<file path="src/rtl/mem_arbiter.sv">
// Round-robin arbiter that gives NREQ requesters shared access to a single-port memory.
// It handles one access at a time. Reads return through a shared response bus with a fixed latency.
module mem_arbiter #(
    parameter int NREQ   = 3,
    parameter int TW     = 2,
    parameter int XW     = 5,
    parameter int YW     = 5,
    parameter int DW     = 8,
    parameter int RD_LAT = 2
) (
    input  logic                 clk,
    input  logic                 reset,
    input  logic [NREQ-1:0]      req_valid,
    output logic [NREQ-1:0]      req_ready,
    input  logic [NREQ-1:0]      req_write,
    input  logic [NREQ*TW-1:0]   req_t,
    input  logic [NREQ*XW-1:0]   req_x,
    input  logic [NREQ*YW-1:0]   req_y,
    input  logic [NREQ*DW-1:0]   req_wdata,
    output logic [NREQ-1:0]      rsp_valid,
    output logic [DW-1:0]        rsp_data,
    output logic                 mem_rd,
    output logic                 mem_wr,
    output logic [TW-1:0]        mem_t,
    output logic [XW-1:0]        mem_x,
    output logic [YW-1:0]        mem_y,
    output logic [DW-1:0]        mem_wdata,
    input  logic [DW-1:0]        mem_rdata
);

    localparam int PW = (NREQ > 1) ? $clog2(NREQ) : 1;
    localparam int CW = 4;

    typedef enum logic [1:0] {
        IDLE,
        ISSUE,
        WAIT,
        RESP
    } state_t;

    state_t          state;
    logic [PW-1:0]   ptr;
    logic [PW-1:0]   cur;
    logic            cur_write;
    logic [CW-1:0]   cnt;

    logic            found;
    logic [PW-1:0]   gnt;
    logic [PW-1:0]   cand;
    logic [PW-1:0]   ptr_next;
    logic            sel_write;
    logic [TW-1:0]   sel_t;
    logic [XW-1:0]   sel_x;
    logic [YW-1:0]   sel_y;
    logic [DW-1:0]   sel_wdata;

    // Scan the requesters starting at ptr; the first valid one wins.
    always_comb begin
        found = 1'b0;
        gnt   = '0;
        cand  = '0;
        for (int i = 0; i < NREQ; i++) begin
            cand = PW'((int'(ptr) + i) % NREQ);
            if (!found && req_valid[cand]) begin
                found = 1'b1;
                gnt   = cand;
            end
        end
    end

    always_comb begin
        sel_write = req_write[gnt];
        sel_t     = req_t[int'(gnt)*TW +: TW];
        sel_x     = req_x[int'(gnt)*XW +: XW];
        sel_y     = req_y[int'(gnt)*YW +: YW];
        sel_wdata = req_wdata[int'(gnt)*DW +: DW];
        ptr_next  = (int'(gnt) == NREQ - 1) ? '0 : gnt + PW'(1);
    end

    assign req_ready = (state == IDLE && !reset && found) ? (NREQ'(1) << gnt) : '0;

    // WAIT runs RD_LAT+1 cycles after the mem_rd cycle, so the response shows up RD_LAT+2 cycles after accept.
    always_ff @(posedge clk) begin
        if (reset) begin
            state     <= IDLE;
            ptr       <= '0;
            cur       <= '0;
            cur_write <= 1'b0;
            cnt       <= '0;
            rsp_valid <= '0;
            rsp_data  <= '0;
            mem_rd    <= 1'b0;
            mem_wr    <= 1'b0;
            mem_t     <= '0;
            mem_x     <= '0;
            mem_y     <= '0;
            mem_wdata <= '0;
        end else begin
            case (state)
                IDLE: begin
                    if (found) begin
                        cur       <= gnt;
                        cur_write <= sel_write;
                        mem_t     <= sel_t;
                        mem_x     <= sel_x;
                        mem_y     <= sel_y;
                        mem_wdata <= sel_wdata;
                        mem_rd    <= !sel_write;
                        mem_wr    <= sel_write;
                        ptr       <= ptr_next;
                        state     <= ISSUE;
                    end
                end
                ISSUE: begin
                    mem_rd <= 1'b0;
                    mem_wr <= 1'b0;
                    cnt    <= '0;
                    state  <= cur_write ? IDLE : WAIT;
                end
                WAIT: begin
                    if (cnt == CW'(RD_LAT)) begin
                        rsp_data  <= mem_rdata;
                        rsp_valid <= NREQ'(1) << cur;
                        state     <= RESP;
                    end else begin
                        cnt <= cnt + CW'(1);
                    end
                end
                RESP: begin
                    rsp_valid <= '0;
                    state     <= IDLE;
                end
                default: state <= IDLE;
            endcase
        end
    end

endmodule

</file>
<file path="config.mk">
export PLATFORM = sky130hd
export DESIGN_NAME = mem_arbiter
export DESIGN_NICKNAME = d
export VERILOG_FILES = /design/src/rtl/mem_arbiter.sv
export SDC_FILE = /design/constraint.sdc
export NUM_CORES = 1
export LEC_CHECK = 0
export BUFFER_PORTS_ARGS = -buffer_cell sky130_fd_sc_hd__buf_2
export CAP_MARGIN = 15
export CORE_MARGIN = 4
export CORE_UTILIZATION = 50
export CTS_CLUSTER_SIZE = 24
export DETAILED_ROUTE_END_ITERATION = 12
export PLACE_DENSITY = 0.85
export SYNTH_ARGS = -nofsm -noshare
export SYNTH_HDL_FRONTEND = slang
export SYNTH_SLANG_ARGS = --single-unit
</file>
<file path="constraint.sdc">
create_clock -name clk -period 4.3 [get_ports clk]
set_input_delay 0 -clock clk [delete_from_list [all_inputs] [get_ports clk]]
set_output_delay 0 -clock clk [all_outputs]
set_load 0.02 [all_outputs]
</file>
# == Word-level counts from Yosys, hierarchy flattened ==
# Index checks and enable logic that the tools add are counted.
# totals
ff_bits,44
input_bits,76
out_inout_bits,36
elab_cells,85
# op_classes
addsub,4
multipliers,1
n_div,3
order_cmp,4
eq_ne,8
shift,6
mux,28
n_reduce_logical,18
# op_table
op,n
32-bit by 3-bit remainder unit with 32-bit output (second input constant),2
3-bit by 3-bit remainder unit with 32-bit output (second input constant),1
15-bit by 32-bit indexed part select with 5-bit output,1
24-bit by 6-bit indexed part select with 8-bit output,1
15-bit by 6-bit indexed part select with 5-bit output,1
2-bit 2-to-1 mux,7
2-bit by 3-bit < comparator with 1-bit output (second input constant),4
2-bit AND reduction,6
1-bit 2-to-1 mux,9
1-bit binary-select mux with 2-bit select,4
2-bit one-hot mux with 4 select lines,1
4-bit one-hot mux with 2 select lines,1
2-bit equality test (second input constant),3
3-bit 2-to-1 mux,2
2-bit inequality test (second input constant),3
3-bit one-hot mux with 2 select lines,1
2-bit nonzero test,3
6-bit by 4-bit indexed part select with 2-bit output,1
1-bit by 2-bit << shifter with 3-bit output (first input constant),2
2-bit by 3-bit multiplier with 5-bit output (second input constant),1
4-bit by 1-bit adder with 4-bit output (second input constant),1
4-bit by 2-bit equality test with 1-bit output (second input constant),1
1-bit logical AND,4
1-bit logical NOT,4
other kinds (7),8

# == Longest topological paths before layout ==
# Gate-level depths: netlist of run 1.
# depth
ltp_word,15
ltp_mapped,11
mapped_depth_nobuf,8

# == Worst setup path before layout of run 1 ==
# Ideal clock, no wire load.
# synth_timing
path_type,flip-flop to flip-flop
start,register ptr[0]
end,register mem_rd
setup_ns,0.120
arrival_ns,2.154
required_ns,4.180
slack_ns,2.026
stages_incl_launch_ff,11
n_path_buf,2
cell_sequence,dfxtp_1 inv_1 ha_1 buf_2 nand3b_1 o21a_1 a311o_1 buf_6 nor2b_4 and3_4 a211o_1
# synth_via
elab_chain_cells,15
word_cells_on_any_way,28
# synth_rtl
element,line_no,text
from (decl),42,logic [PW-1:0] ptr;
from (signal assigned),110,ptr <= ptr_next;
"parallel branches: the longest is 15 deep, another holds 32-bit by 3-bit remainder unit with 32-bit output",n/a,
to (signal assigned),108,mem_rd <= !sel_write;
to (decl),22,"output logic mem_rd,"
# Several ways; the timed one is not identified. The select of a mux whose other input is x is not followed.
# A chain may end at the register's enable or synchronous reset.

# == Final worst setup path of run 1 ==
# layout_timing
start,register ptr[1]
end,output req_ready[0]
# layout_via
elab_chain_cells,12
word_cells_on_any_way,24
# layout_rtl
element,line_no,text
"parallel branches: the longest is 11 deep, another holds 32-bit by 3-bit remainder unit with 32-bit output",n/a,
3-bit 2-to-1 mux (*),80,assign req_ready = (state == IDLE && !reset && found) ? (NREQ'(1) << gnt) : '0;
to (decl),14,"output logic [NREQ-1:0] req_ready,"
# Every way passes the cells marked *. The select of a mux whose other input is x is not followed.

==> key figures, run 1 <==
Run status
  – Status: complete, no violations

GRT
  – First-pass GRT wire length: around 11 mm
  – Number of global-route vias before repair: 2,436
  – Pin count of the biggest net entering global routing: 25
  – Global-route total usage across every layer: 21.60%
  – Total global routing overflow: 0
  – Number of antenna violations at the first check in global routing: 0

Synthesis
  – Main synth FF type: sky130_fd_sc_hd__dfxtp_1
  – Ranking of synthesized cells by area: sky130_fd_sc_hd__dfxtp_1 (38%), sky130_fd_sc_hd__mux2i_1 (15%), sky130_fd_sc_hd__o221ai_1 (7.5%), sky130_fd_sc_hd__inv_1 (4.6%), sky130_fd_sc_hd__nand2_1 (4.6%)
  – Most instantiated library cell after synthesis: sky130_fd_sc_hd__dfxtp_1
  – Synth top cells by count: sky130_fd_sc_hd__dfxtp_1 (44), sky130_fd_sc_hd__mux2i_1 (34), sky130_fd_sc_hd__inv_1 (29), sky130_fd_sc_hd__nand2_1 (29), sky130_fd_sc_hd__nor2_1 (24)
  – Library cells used by synthesis: 48
  – Number of nets in the synthesized netlist: 348
  – Sequential share of the synthesized area: 37.63%
  – Area leader, netlist: sky130_fd_sc_hd__dfxtp_1
  – Number of flops mapped to enable cells by yosys: 0
  – Mapped Area: 2341 um2
  – Share of the synthesized area in the top cell type: 37.63%
  – Yosys reg bits: 44
  – Cells after synthesis: 266
  – YS warnings: 0
  – Synth async-reset ratio: 0%
  – Average cell area after synthesis: slightly below 9 um2

Cells and area
  – Flip-flop and latch area: between 800 and 900 um2
  – Area taken by multi-input logic gates: 1252 um2
  – Signed area change from the synthesized netlist to the final layout: 32.76%
  – Diode count: 0
  – Fill cell total of the finished layout: 347
  – Share of post-route cells with drive strength above 1: 33.85%
  – Cell area after layout: 3108 um2
  – Nets@finish: 465

Route
  – Vias after detailed routing: 2,395
  – Number of DRC markers in iteration 0: approximately 130
  – Routed len/inst: 14.84 um
  – Top routing layer used: met4
  – Post-Route WL: 6.471 mm
  – Antenna Nets Post-Route: 0
  – Final routed DRC violation total: 0
  – Via-per-instance ratio: between 5 and 6
  – Sum of met2 wire segment lengths after detailed routing: 3.339 mm
  – Wire length the detailed router placed on met1: approximately 2.6 mm
  – First drt pass iteration count: 4
  – Routed met3 length: between 300 and 400 um

Worst setup path
  – Startpoint kind of the worst setup timing path: flip-flop
  – List of cells traversed by the critical path: inv_1 > ha_1 > mux2_4 > a21o_1 > o22ai_2 > buf_4 > and2_1 > buf_2
  – Cell at the slowest stage of the critical path: sky130_fd_sc_hd__o22ai_2
  – Number of cells on the worst reg-to-reg path: 8
  – Arrival time worst endpoint: 3.02 ns
  – Maximum net fanout on the critical path: 13
  – Data required time of the worst path: 4.30 ns
  – Type of the setup path with the least slack: reg -> out
  – Type of destination of the critical path: output port
  – Slowest Stage Delay on Critical Path: 0.62 ns

Timing
  – Fin Clk Skew: 0.008582 ns
  – Clock period minus worst slack: between 3 and 4 ns
  – RSZ-0062 raised after global routing: false
  – Sum of negative setup slack: 0 ns
  – Peak clock frequency supported by timing: 0.3315 GHz
  – Period utilization: 70.15%
  – Tightest slew margin relative to the limit: about 32%
  – Final setup fails: 0
  – Hold Vio Cnt, Final: 0
  – Count of pins over their slew limit: 0
  – Actual slew at the worst max-slew pin: just over 1 ns

Floorplanning
  – Die footprint: 5841 um2
  – Floorplan row count: 24
  – Boundary pin count: roughly 110
  – Die boundary height: 76.43 um
  – Horizontal die dimension: 76.43 um
  – Core area: 4444 um2
  – Effective utilization at floorplan: 52.67%

Clocking
  – Post-cts gate resize count: 0
  – CTS tree: done
  – Number of buffers on the longest clock path: 2
  – Postcts setup bufs: 0
  – Clock insertion delay at the later pin of the skew report: 0.30 ns
  – Worst-path clk slew: around 0.09 ns
  – H-tree level count: 2
  – Root buffer cell: sky130_fd_sc_hd__clkbuf_8
  – Clock buffer count from CTS: 5
  – Total number of clock tree sinks: 44

Pwr
  – Relative contribution of sequential cells to total power: approximately 32%
  – Maximum VDD drop: roughly 380 uV
  – Proportion of total power due to net switching: ~43%
  – Internal Power: 1.040 mW
  – Part of the total power dissipated in combinational logic: 53.2%
  – Pwr per Cell Area: 591.5 nW/um2
  – Leakage power: roughly 1.6 nW
  – NetSw: 0.7987 mW
  – Proportion of power drawn by the clock network: 14.8%

Placement
  – Buffers on Ports: 111
  – Cell Area, Placed: around 2900 um2
  – Placer's final routability congestion estimate: 0.8322
  – HPWL after DPL: 4.677 mm

Flow run
  – Count of max-cap constraint violations: 0

Min path
  – Min-delay worst type: in -> reg
  – Cells on Worst Hold Path: 3
[timing repair]
item	in CTS	in global routing
hold buffers	14	0
hold endpoints to repair	14	0
setup endpoints to repair	0	0
[placed cells by master, fill, tap and decap left out, types with 2 or more instances in the layout]
cell	n
sky130_fd_sc_hd__buf_2	111
sky130_fd_sc_hd__dfxtp_1	44
sky130_fd_sc_hd__mux2i_1	34
sky130_fd_sc_hd__inv_1	29
sky130_fd_sc_hd__nand2_1	29
sky130_fd_sc_hd__nor2_1	24
sky130_fd_sc_hd__o221ai_1	20
sky130_fd_sc_hd__dlygate4sd3_1	14
sky130_fd_sc_hd__a21oi_1	7
sky130_fd_sc_hd__o21ai_0	6
sky130_fd_sc_hd__ha_1	6
sky130_fd_sc_hd__clkbuf_8	6
sky130_fd_sc_hd__nor3_1	3
sky130_fd_sc_hd__nand3_1	3
sky130_fd_sc_hd__a22oi_1	3
sky130_fd_sc_hd__nand4b_1	2
sky130_fd_sc_hd__a21oi_2	2
sky130_fd_sc_hd__nand3b_1	2
sky130_fd_sc_hd__o21a_1	2
sky130_fd_sc_hd__or3_1	2
sky130_fd_sc_hd__and2_1	2
sky130_fd_sc_hd__o211ai_1	2
sky130_fd_sc_hd__a32oi_1	2
sky130_fd_sc_hd__nor3b_1	2
[cell families (layout without fill, tap and decap cells)]
group                    Yosys count  after routing  share of synthesized area [%]
AND/OR/NAND/NOR                   78             78                          16.03
AO/OA/AOI/OAI                     56             56                          18.44
buffers and inverters             46            164                          9.032
flip-flops                        44             44                          37.63
multiplexers                      36             36                          15.66
adder cells (fa/ha/maj)            6              6                          3.207
[power by group through the flow]
| stage | Sequential (mW) | Clock, mW | Combinational (mW) |
|---|---|---|---|
| finish | 0.587 | 0.273 | 0.978 |
| global route | 0.597 | 0.292 | 1.06 |
| CTS | 0.585 | 0.275 | 0.975 |
| detailed placement | 0.591 | 0 | 0.956 |
| global placement | 0.588 | 0 | 0.934 |
| floorplan | 0.640 | 0 | 0.723 |
[worst paths after layout]
kind	slack (ns)	to	from
min reg2reg	0.46	mem_y[0]$_SDFFE_PP0P_	mem_y[0]$_SDFFE_PP0P_
max	1.28	req_ready[0]	ptr[1]$_SDFFE_PP0P_
max reg2reg	1.33	mem_wr$_SDFFE_PP0P_	ptr[1]$_SDFFE_PP0P_
min	0.008	mem_x[0]$_SDFFE_PP0P_	req_x[10]
[metrics by stage]
stage          hold WS [ns]  setup WS (ns)  std cells  util (%)  power (mW)
2_1_floorplan        0.1439          2.026        266         -       1.362
3_3_place_gp         0.2286          1.502        414     64.67       1.522
3_5_place_dp         0.2455          1.391        414     64.67       1.547
4_1_cts            0.003329          1.293        436     69.93       1.835
5_1_grt            0.005170          1.133        436     69.93       1.951
6_report           0.007735          1.283        436     69.93       1.838
[per-layer routing]
layer | track usage [%] | vias to the layer above
li1 | - | 1171
met1 | 23.38 | 1103
met2 | 39.54 | 100
met3 | 4.610 | 21
met4 | 10.51 | 0
met5 | 0 | -
[cell type report]
class                      count  area share (%)
sequential                    44           28.34
inverter                      30           3.623
timing repair buffer         126           22.62
multi-input combinational    176           40.30
clock buffer                   7           2.778
tap                           52           2.093
clock inverter                 1          0.2415
[critical path: cells and delay by family (launching register included)]
family | cells | cell delay [ns]
adders and majority gates | 1 | 0.29
AOI/OAI and AO/OA | 2 | 0.87
muxes | 1 | 0.35
and+or+nand+nor | 1 | 0.18
buffers and inverters | 3 | 0.61
DFF | 1 | 0.41
[flip-flops by register name (all words and copies together) (netlist names), named ones only]
register,cells
mem_t,2
mem_wdata,8
mem_rd,1
mem_y,5
rsp_valid,3
state,1
cur,2
mem_wr,1
ptr,2
mem_x,5
cnt,4
rsp_data,8
cur_write,1
Note: power is estimated with default switching activity, not from simulation.
==> run 2: changes to the inputs <==
--- a/config.mk
+++ b/config.mk
@@ -5,13 +5,14 @@
 export SDC_FILE = /design/constraint.sdc
 export NUM_CORES = 1
 export LEC_CHECK = 0
+export ABC_AREA = 1
 export BUFFER_PORTS_ARGS = -buffer_cell sky130_fd_sc_hd__buf_2
 export CAP_MARGIN = 15
 export CORE_MARGIN = 4
-export CORE_UTILIZATION = 50
+export CORE_UTILIZATION = 47
 export CTS_CLUSTER_SIZE = 24
 export DETAILED_ROUTE_END_ITERATION = 12
-export PLACE_DENSITY = 0.85
+export PLACE_DENSITY = 0.8
 export SYNTH_ARGS = -nofsm -noshare
 export SYNTH_HDL_FRONTEND = slang
 export SYNTH_SLANG_ARGS = --single-unit
==> constraint.sdc (replaced) <==
create_clock -name clk -period 3.1 [get_ports clk]
set_input_delay 0 -clock clk [delete_from_list [all_inputs] [get_ports clk]]
set_output_delay 0 -clock clk [all_outputs]
set_load 0.02 [all_outputs]
==> key figures, run 2 <==
Synthesis
  – Yosys reg bits: 44 (unchanged)
  – Sequential share of the synthesized area: 35.36% (was 37.63%)
  – Synth top cells by count: sky130_fd_sc_hd__nand2_1 (71), sky130_fd_sc_hd__dfxtp_1 (44), sky130_fd_sc_hd__a21oi_1 (43), sky130_fd_sc_hd__nand3_1 (33), sky130_fd_sc_hd__o21ai_0 (33) (was sky130_fd_sc_hd__dfxtp_1 (44), sky130_fd_sc_hd__mux2i_1 (34), sky130_fd_sc_hd__inv_1 (29), sky130_fd_sc_hd__nand2_1 (29), sky130_fd_sc_hd__nor2_1 (24))
  – Compound-cell area share of the yosys netlist: 20.49% (was 18.44%)
  – Cells after synthesis: 360 (was 266)
  – Synth async-reset ratio: 0% (unchanged)
  – Dominant combinational cell family by area after synthesis: simple AND/OR/NAND/NOR gates (was compound AO/OA/AOI/OAI gates)
  – Xor-xnor portion of the synthesized cell area: 0.3516% (was 0%)
  – Main synth FF type: sky130_fd_sc_hd__dfxtp_1 (unchanged)
  – Number of flops mapped to enable cells by yosys: 0 (unchanged)
  – Most instantiated library cell after synthesis: sky130_fd_sc_hd__nand2_1 (was sky130_fd_sc_hd__dfxtp_1)
  – Average cell area after synthesis: 6.920 um2 (was 8.801 um2)
  – Ranking of synthesized cells by area: sky130_fd_sc_hd__dfxtp_1 (35%), sky130_fd_sc_hd__nand2_1 (11%), sky130_fd_sc_hd__a21oi_1 (8.6%), sky130_fd_sc_hd__nand3_1 (6.6%), sky130_fd_sc_hd__o21ai_0 (6.6%) (was sky130_fd_sc_hd__dfxtp_1 (38%), sky130_fd_sc_hd__mux2i_1 (15%), sky130_fd_sc_hd__o221ai_1 (7.5%), sky130_fd_sc_hd__inv_1 (4.6%), sky130_fd_sc_hd__nand2_1 (4.6%))
  – Multiplexer share of the synthesized area: 0% (was 15.66%)
  – Number of nets in the synthesized netlist: 442 (was 348)
  – Post-Synth Adder-Cell Area: 3.014% (was 3.207%)
  – Simple logic cell fraction of the synthesized area: 29.53% (was 16.03%)
  – Area leader, netlist: sky130_fd_sc_hd__dfxtp_1 (unchanged)
  – Share of the synthesized area in the top cell type: 35.36% (was 37.63%)
  – Library cells used by synthesis: 33 (was 48)
  – Mapped Area: 2491 um2 (was 2341 um2)
  – YS warnings: 0 (unchanged)

Route
  – Post-Route WL: 7.496 mm (was 6.471 mm)
  – Routed len/inst: 13.29 um (was 14.84 um)
  – Vias after detailed routing: 2,911 (was 2,395)
  – Via-per-instance ratio: 5.161 (was 5.493)
  – Number of DRC markers in iteration 0: 172 (was 125)
  – Antenna Nets Post-Route: 0 (unchanged)
  – First drt pass iteration count: 5 (was 4)
  – Final routed DRC violation total: 0 (unchanged)

Clocking
  – Clock insertion delay at the later pin of the skew report: 0.30 ns (about the same)
  – Total number of clock tree sinks: 44 (unchanged)
  – CTS tree: done (unchanged)
  – Hold-fix buffers at CTS: 28 (was 14)
  – Post-cts gate resize count: 0 (unchanged)
  – Clock buffer count from CTS: 5 (unchanged)
  – Postcts setup bufs: 0 (unchanged)
  – Number of buffers on the longest clock path: 2 (unchanged)
  – Worst-path clk slew: 0.09 ns (about the same)
  – Root buffer cell: sky130_fd_sc_hd__clkbuf_8 (unchanged)
  – H-tree level count: 2 (unchanged)

Timing
  – Peak clock frequency supported by timing: ~0.38 GHz
  – Clock period minus worst slack: approximately 2.7 ns
  – Actual slew at the worst max-slew pin: 0.7546 ns (was 1.014 ns)
  – Count of pins over their slew limit: 0 (unchanged)
  – Period utilization: a little under nine tenths
  – Tightest slew margin relative to the limit: 49.64% (was 32.40%)
  – RSZ-0062 raised after global routing: false (unchanged)
  – Sum of negative setup slack: 0 ns (unchanged)
  – Hold Vio Cnt, Final: 0 (unchanged)
  – Final setup fails: 0 (unchanged)
  – Fin Clk Skew: 0.003053 ns (was 0.008582 ns)

Floorplanning
  – Core area: 5107 um2 (was 4444 um2)
  – Boundary pin count: 112 (unchanged)
  – Horizontal die dimension: 80.81 um (was 76.43 um)
  – Effective utilization at floorplan: 48.78% (was 52.67%)
  – Floorplan row count: 26 (was 24)
  – Die footprint: 6529 um2 (was 5841 um2)
  – Die boundary height: 80.81 um (was 76.43 um)

Pwr
  – Leakage power: 1.746 nW (was 1.642 nW)
  – Pwr per Cell Area: 1041 nW/um2 (was 591.5 nW/um2)
  – Maximum VDD drop: 720.4 uV (was 384.4 uV)

Cells and area
  – Share of post-route cells with drive strength above 1: 32.59% (was 33.85%)
  – Signed area change from the synthesized netlist to the final layout: 38.52% (was 32.76%)
  – Leading cell types in the layout, fill and taps excluded: sky130_fd_sc_hd__buf_2 (111), sky130_fd_sc_hd__nand2_1 (71), sky130_fd_sc_hd__dfxtp_1 (44), sky130_fd_sc_hd__a21oi_1 (43) (was sky130_fd_sc_hd__buf_2 (111), sky130_fd_sc_hd__dfxtp_1 (44), sky130_fd_sc_hd__mux2i_1 (34), sky130_fd_sc_hd__inv_1 (29), sky130_fd_sc_hd__nand2_1 (29))
  – Diode count: 0 (unchanged)
  – Leading cell type in the layout, fill and taps excluded: sky130_fd_sc_hd__buf_2 (unchanged)
  – Largest registers ranked by flip-flop count: mem_wdata (8), rsp_data (8) (unchanged)
  – Nets@finish: 575 (was 465)
  – Non-filler cells, final: 564 (was 436)

Worst setup path
  – Worst path buffer plus inverter count: 5 (was 3)
  – Type of destination of the critical path: output port (unchanged)
  – Slowest Stage Delay on Critical Path: 0.41 ns (was 0.62 ns)
  – Cell at the slowest stage of the critical path: sky130_fd_sc_hd__ha_1 (was sky130_fd_sc_hd__o22ai_2)
  – Arrival time worst endpoint: 2.66 ns (was 3.02 ns)
  – List of cells traversed by the critical path: inv_1 > ha_1 > inv_2 > nand2_1 > nand3_1 > nand2_2 > nand2_1 > inv_2 > nand3_1 > nand2_1 > inv_2 > nand2_1 > nor3_1 > buf_2 (was inv_1 > ha_1 > mux2_4 > a21o_1 > o22ai_2 > buf_4 > and2_1 > buf_2)
  – Startpoint kind of the worst setup timing path: flip-flop (unchanged)
  – Type of the setup path with the least slack: reg -> out (unchanged)
  – Worst path most repeated cell: sky130_fd_sc_hd__nand2_1
  – Data required time of the worst path: 3.10 ns (was 4.30 ns)
  – Largest delay contributor family on the critical path: simple AND/OR/NAND/NOR gates (was compound AO/OA/AOI/OAI gates)
  – Maximum net fanout on the critical path: 25 (was 13)

Placement
  – HPWL after DPL: 5.043 mm (was 4.677 mm)
  – Number of cells after detailed placement: 528 (was 414)
  – Buffers on Ports: 111 (unchanged)
  – Placer's final routability congestion estimate: 0.8823 (was 0.8322)

GRT
  – Pin count of the biggest net entering global routing: 29 (was 25)
  – Total global routing overflow: 0 (unchanged)
  – First-pass GRT wire length: 12.34 mm (was 10.59 mm)
  – Global-route total usage across every layer: 23.79% (was 21.60%)
  – Number of antenna violations at the first check in global routing: 0 (unchanged)
  – Number of global-route vias before repair: 2,851 (was 2,436)

Min path
  – Min-delay worst type: in -> reg (unchanged)

Flow run
  – Count of max-cap constraint violations: 0 (unchanged)

Run status
  – Status: complete, no violations (unchanged)
[run 2: logic make-up after synthesis]
group                      Yosys count
AOI/OAI and AO/OA                   92
xor gates and xnor gates             1
adders and majority gates            6
buffers and inverters               60
DFF                                 44
and+or+nand+nor                    157
[run 2: area by class of cell]
type,instances,area [um2]
tap,70,87.58
multi-input combinational,256,1330
fill,406,1657
inverter,42,157.7
clock buffer,6,82.58
clock inverter,2,38.79
timing repair buffer,144,873.3
sequential,44,880.8
[run 2: final timing paths]
| kind | endpoint | slack [ns] | from | depth (start not counted) |
|---|---|---|---|---|
| max | req_ready[0] | 0.44 | ptr[0]$_SDFFE_PP0P_ | 14 |
| max reg2reg | cur_write$_SDFFE_PP0P_ | 0.64 | ptr[0]$_SDFFE_PP0P_ | 13 |
| min | cnt[2]$_SDFFE_PP0P_ | 0.03 | reset | 2 |
| min reg2reg | rsp_valid[0]$_SDFFE_PP0P_ | 0.48 | rsp_valid[0]$_SDFFE_PP0P_ | 2 |
[run 2: worst register-to-register path, stage by stage (launching register included)]
cell and delay (ns):
sky130_fd_sc_hd__dfxtp_1 0.39, sky130_fd_sc_hd__inv_1 0.08, sky130_fd_sc_hd__ha_1 0.41, sky130_fd_sc_hd__inv_2 0.15, sky130_fd_sc_hd__nand2_1 0.07, sky130_fd_sc_hd__nand3_1 0.08
sky130_fd_sc_hd__nand2_2 0.08, sky130_fd_sc_hd__nand3_2 0.09, sky130_fd_sc_hd__nand2_2 0.07, sky130_fd_sc_hd__nor2_4 0.48, sky130_fd_sc_hd__nand3_1 0.13, sky130_fd_sc_hd__nand3_1 0.13
sky130_fd_sc_hd__nand2_1 0.08, sky130_fd_sc_hd__a21oi_1 0.15
[run 2: metrics by stage]
stage               hold slack [ns]  util [%]  instance area (um2)  setup slack, ns  power (mW)
floorplan                    0.1349         -                 2491            1.041       2.707
global placement             0.2230     59.70                 3049           0.8298       3.017
detailed placement           0.2280     59.70                 3049           0.6920       3.073
CTS                        0.003926     67.56                 3451           0.4668       3.575
global route                0.04043     67.56                 3451           0.1922       3.921
finish                      0.02730     67.56                 3451           0.4360       3.594
[run 2: per-layer routing]
| layer | global-route usage (%) | share of wire, % | vias up |
|---|---|---|---|
| met1 | 27.19 | 39 | 1328 |
| met2 | 41.46 | 50 | 122 |
| li1 | - | - | 1438 |
| met4 | 10.47 | 2.9 | 0 |
| met5 | 0 | 0 | - |
| met3 | 6.319 | 8.1 | 23 |
[run 2: report_power, final]
part / total (mW) / switching [mW] / internal (mW) / leakage, nW
registers: 0.811 / 0.0865 / 0.725 / 0.361
logic: 2.31 / 1.58 / 0.738 / 1.32
clock network: 0.468 / 0.204 / 0.264 / 0.0614
==> run 3: changes to the inputs <==
==> config.mk (replaced) <==
export PLATFORM = sky130hd
export DESIGN_NAME = mem_arbiter
export DESIGN_NICKNAME = d
export VERILOG_FILES = /design/src/rtl/mem_arbiter.sv
export SDC_FILE = /design/constraint.sdc
export NUM_CORES = 1
export LEC_CHECK = 0
export ABC_AREA = 1
export CAP_MARGIN = 15
export CORE_MARGIN = 4
export CORE_UTILIZATION = 57
export CTS_CLUSTER_SIZE = 24
export DETAILED_ROUTE_END_ITERATION = 12
export DONT_BUFFER_PORTS = 1
export PLACE_DENSITY = 0.75
export RECOVER_POWER = 25
export SYNTH_ARGS = -nofsm -noshare
export SYNTH_HDL_FRONTEND = slang
export SYNTH_SLANG_ARGS = --single-unit
==> constraint.sdc (replaced) <==
create_clock -name clk -period 2.4 [get_ports clk]
set_input_delay 0 -clock clk [delete_from_list [all_inputs] [get_ports clk]]
set_output_delay 0 -clock clk [all_outputs]
set_load 0.02 [all_outputs]
==> key figures, run 3 (same netlist as run 2, synthesis figures left out) <==
Run status
  – Status: complete, no violations (unchanged)

Worst setup path
  – Type of destination of the critical path: output port (unchanged)
  – Data required time of the worst path: 2.40 ns (was 3.10 ns)
  – Cell at the slowest stage of the critical path: sky130_fd_sc_hd__dfxtp_2 (was sky130_fd_sc_hd__ha_1)
  – List of cells traversed by the critical path: inv_1 > ha_4 > inv_4 > nand2_1 > nand3_1 > nand2_2 > nand4_1 > nand2_4 > buf_6 > nand2_1 > nor2_2 > buf_4 (was inv_1 > ha_1 > inv_2 > nand2_1 > nand3_1 > nand2_2 > nand2_1 > inv_2 > nand3_1 > nand2_1 > inv_2 > nand2_1 > nor3_1 > buf_2)
  – Arrival time worst endpoint: 2.27 ns (was 2.66 ns)
  – Type of the setup path with the least slack: reg -> out (unchanged)
  – Maximum net fanout on the critical path: 23 (was 25)
  – Startpoint kind of the worst setup timing path: flip-flop (unchanged)
  – Worst path most repeated cell: sky130_fd_sc_hd__nand2_1 (unchanged)
  – Slowest Stage Delay on Critical Path: 0.36 ns (was 0.41 ns)

Route
  – Number of DRC markers in iteration 0: 233 (was 172)
  – First drt pass iteration count: 5 (unchanged)
  – Via-per-instance ratio: 5.898 (was 5.161)
  – Final routed DRC violation total: 0 (unchanged)
  – Vias after detailed routing: 2,831 (was 2,911)
  – Post-Route WL: 8.019 mm (was 7.496 mm)
  – Routed len/inst: 16.71 um (was 13.29 um)
  – Antenna Nets Post-Route: 0 (unchanged)

Floorplanning
  – Effective utilization at floorplan: 60.54% (was 48.78%)
  – Horizontal die dimension: 74.11 um (was 80.81 um)
  – Boundary pin count: 112 (unchanged)
  – Floorplan row count: 23 (was 26)
  – Die footprint: 5492 um2 (was 6529 um2)
  – Core area: 4115 um2 (was 5107 um2)
  – Die boundary height: 74.11 um (was 80.81 um)

GRT
  – Global-route total usage across every layer: 29.56% (was 23.79%)
  – Number of antenna violations at the first check in global routing: 0 (unchanged)
  – First-pass GRT wire length: 12.63 mm (was 12.34 mm)
  – Number of global-route vias before repair: 2,707 (was 2,851)
  – Total global routing overflow: 0 (unchanged)
  – Pin count of the biggest net entering global routing: 36 (was 29)

Timing
  – Final setup fails: 0 (unchanged)
  – Hold Vio Cnt, Final: 0 (unchanged)
  – Peak clock frequency supported by timing: 0.4403 GHz
  – RSZ-0062 raised after global routing: false (unchanged)
  – Setup slack after layout: 0.1287 ns (was 0.4360 ns)
  – Hold slack: 0.2177 ns (was 0.02730 ns)
  – Count of pins over their slew limit: 0 (unchanged)
  – Period utilization: 94.64%
  – Fin Clk Skew: 0.002924 ns (was 0.003053 ns)
  – Clock period minus worst slack: around 2.3 ns
  – Actual slew at the worst max-slew pin: 0.9630 ns (was 0.7546 ns)
  – Sum of negative setup slack: 0 ns (unchanged)
  – Tightest slew margin relative to the limit: 35.73% (was 49.64%)

Cells and area
  – Diode count: 0 (unchanged)
  – Share of post-route cells with drive strength above 1: 14.19% (was 32.59%)
  – Leading cell types in the layout, fill and taps excluded: sky130_fd_sc_hd__dlygate4sd3_1 (72), sky130_fd_sc_hd__nand2_1 (69), sky130_fd_sc_hd__a21oi_1 (43), sky130_fd_sc_hd__dfxtp_1 (42), sky130_fd_sc_hd__nand3_1 (33) (was sky130_fd_sc_hd__buf_2 (111), sky130_fd_sc_hd__nand2_1 (71), sky130_fd_sc_hd__dfxtp_1 (44), sky130_fd_sc_hd__a21oi_1 (43))
  – Cell area after layout: 3351 um2 (was 3451 um2)
  – Largest registers ranked by flip-flop count: mem_wdata (8), rsp_data (8) (unchanged)
  – Non-filler cells, final: 480 (was 564)
  – Fill cell total of the finished layout: 254 (was 406)
  – Signed area change from the synthesized netlist to the final layout: 34.51% (was 38.52%)
  – Core Util, Final: 81.42% (was 67.56%)
  – Nets@finish: 512 (was 575)
  – Leading cell type in the layout, fill and taps excluded: sky130_fd_sc_hd__dlygate4sd3_1 (was sky130_fd_sc_hd__buf_2)

Pwr
  – Maximum VDD drop: 801.4 uV (was 720.4 uV)
  – Pwr per Cell Area: 1399 nW/um2 (was 1041 nW/um2)
  – Leakage power: 1.455 nW (was 1.746 nW)
  – Pwr Total: 4.688 mW (was 3.594 mW)

Clocking
  – Root buffer cell: sky130_fd_sc_hd__clkbuf_8 (unchanged)
  – Number of buffers on the longest clock path: 2 (unchanged)
  – H-tree level count: 2 (unchanged)
  – Clock insertion delay at the later pin of the skew report: 0.29 ns (was 0.30 ns)
  – Postcts setup bufs: 0 (unchanged)
  – CTS tree: done (unchanged)
  – Worst-path clk slew: 0.08 ns (was 0.09 ns)
  – Clock buffer count from CTS: 5 (unchanged)
  – Total number of clock tree sinks: 44 (unchanged)

Min path
  – Min-delay worst type: in -> reg (unchanged)

Placement
  – Number of cells after detailed placement: 400 (was 528)
  – Buffers on Ports: 0 (was 111)
  – Post-placement worst setup slack: -0.05491 ns (was 0.6920 ns)
  – Cell Area, Placed: 2491 um2 (was 3049 um2)
  – Placer's final routability congestion estimate: 0.8166 (was 0.8823)
  – HPWL after DPL: 4.348 mm (was 5.043 mm)

Flow run
  – Count of max-cap constraint violations: 0 (unchanged)
run 3: cell count changes in the layout (fill, tap and decap cells not counted), moves of 2 or more:
cell,previous run,this run
sky130_fd_sc_hd__buf_2,111,0
sky130_fd_sc_hd__buf_4,5,7
sky130_fd_sc_hd__dfxtp_1,44,42
sky130_fd_sc_hd__dfxtp_2,0,2
sky130_fd_sc_hd__dlygate4sd3_1,28,72
sky130_fd_sc_hd__ha_1,6,4
sky130_fd_sc_hd__nand2_1,71,69
run 3: worst max-delay path: cells and delay by family (launching register included):
| kind | cells | cell delay (ns) |
|---|---|---|
| adders and majority gates | 1 | 0.33 |
| DFF | 1 | 0.36 |
| and+or+nand+nor | 7 | 0.74 |
| buffers and inverters | 4 | 0.54 |
run 3: final cells by class:
class / instances / area, um2 / area share (%)
repair inverters: 1 / 3.754 / 0.1120
inverters: 42 / 167.7 / 5.004
repair buffers: 80 / 784.5 / 23.41
clock inverters: 2 / 12.51 / 0.3734
multi-input cells: 256 / 1368 / 40.81
clock buffers: 5 / 68.82 / 2.054
flip-flops and latches: 44 / 883.3 / 26.36
well taps: 50 / 62.56 / 1.867
run 3: repair_timing:
item	4_1_cts	5_1_grt
endpoints found under the setup margin	24	19
pin swaps	0	1
cloned	1	0
hold buffers	72	0
endpoints found under the hold margin	39	0
gates resized for setup	7	10
run 3: per-layer routing:
| layer | share of wire [%] | vias up | wire [um] | track usage, % |
|---|---|---|---|---|
| li1 | - | 1312 | - | - |
| met1 | 37 | 1287 | 2937 | 34.02 |
| met2 | 48 | 192 | 3858 | 50.20 |
| met3 | 11 | 40 | 877 | 9.595 |
| met4 | 4.3 | 0 | 345 | 12.68 |
| met5 | 0 | - | 0 | 0 |
run 3: final timing paths:
| kind | slack, ns | depth (start not counted) | from | endpoint |
|---|---|---|---|---|
| setup reg to reg | 0.19 | 12 | ptr[1]$_SDFFE_PP0P_ | mem_y[4]$_SDFFE_PP0P_ |
| setup / recovery | 0.13 | 12 | ptr[0]$_SDFFE_PP0P_ | req_ready[1] |
| hold / removal | 0.22 | 4 | req_valid[2] | cur[1]$_SDFFE_PP0P_ |
| hold reg to reg | 0.48 | 2 | cur[1]$_SDFFE_PP0P_ | rsp_valid[2]$_SDFFE_PP0P_ |
run 3: power breakdown:
| part | internal (mW) | switching, mW |
|---|---|---|
| registers | 0.940 | 0.321 |
| logic | 0.974 | 2.00 |
| clock network | 0.197 | 0.252 |
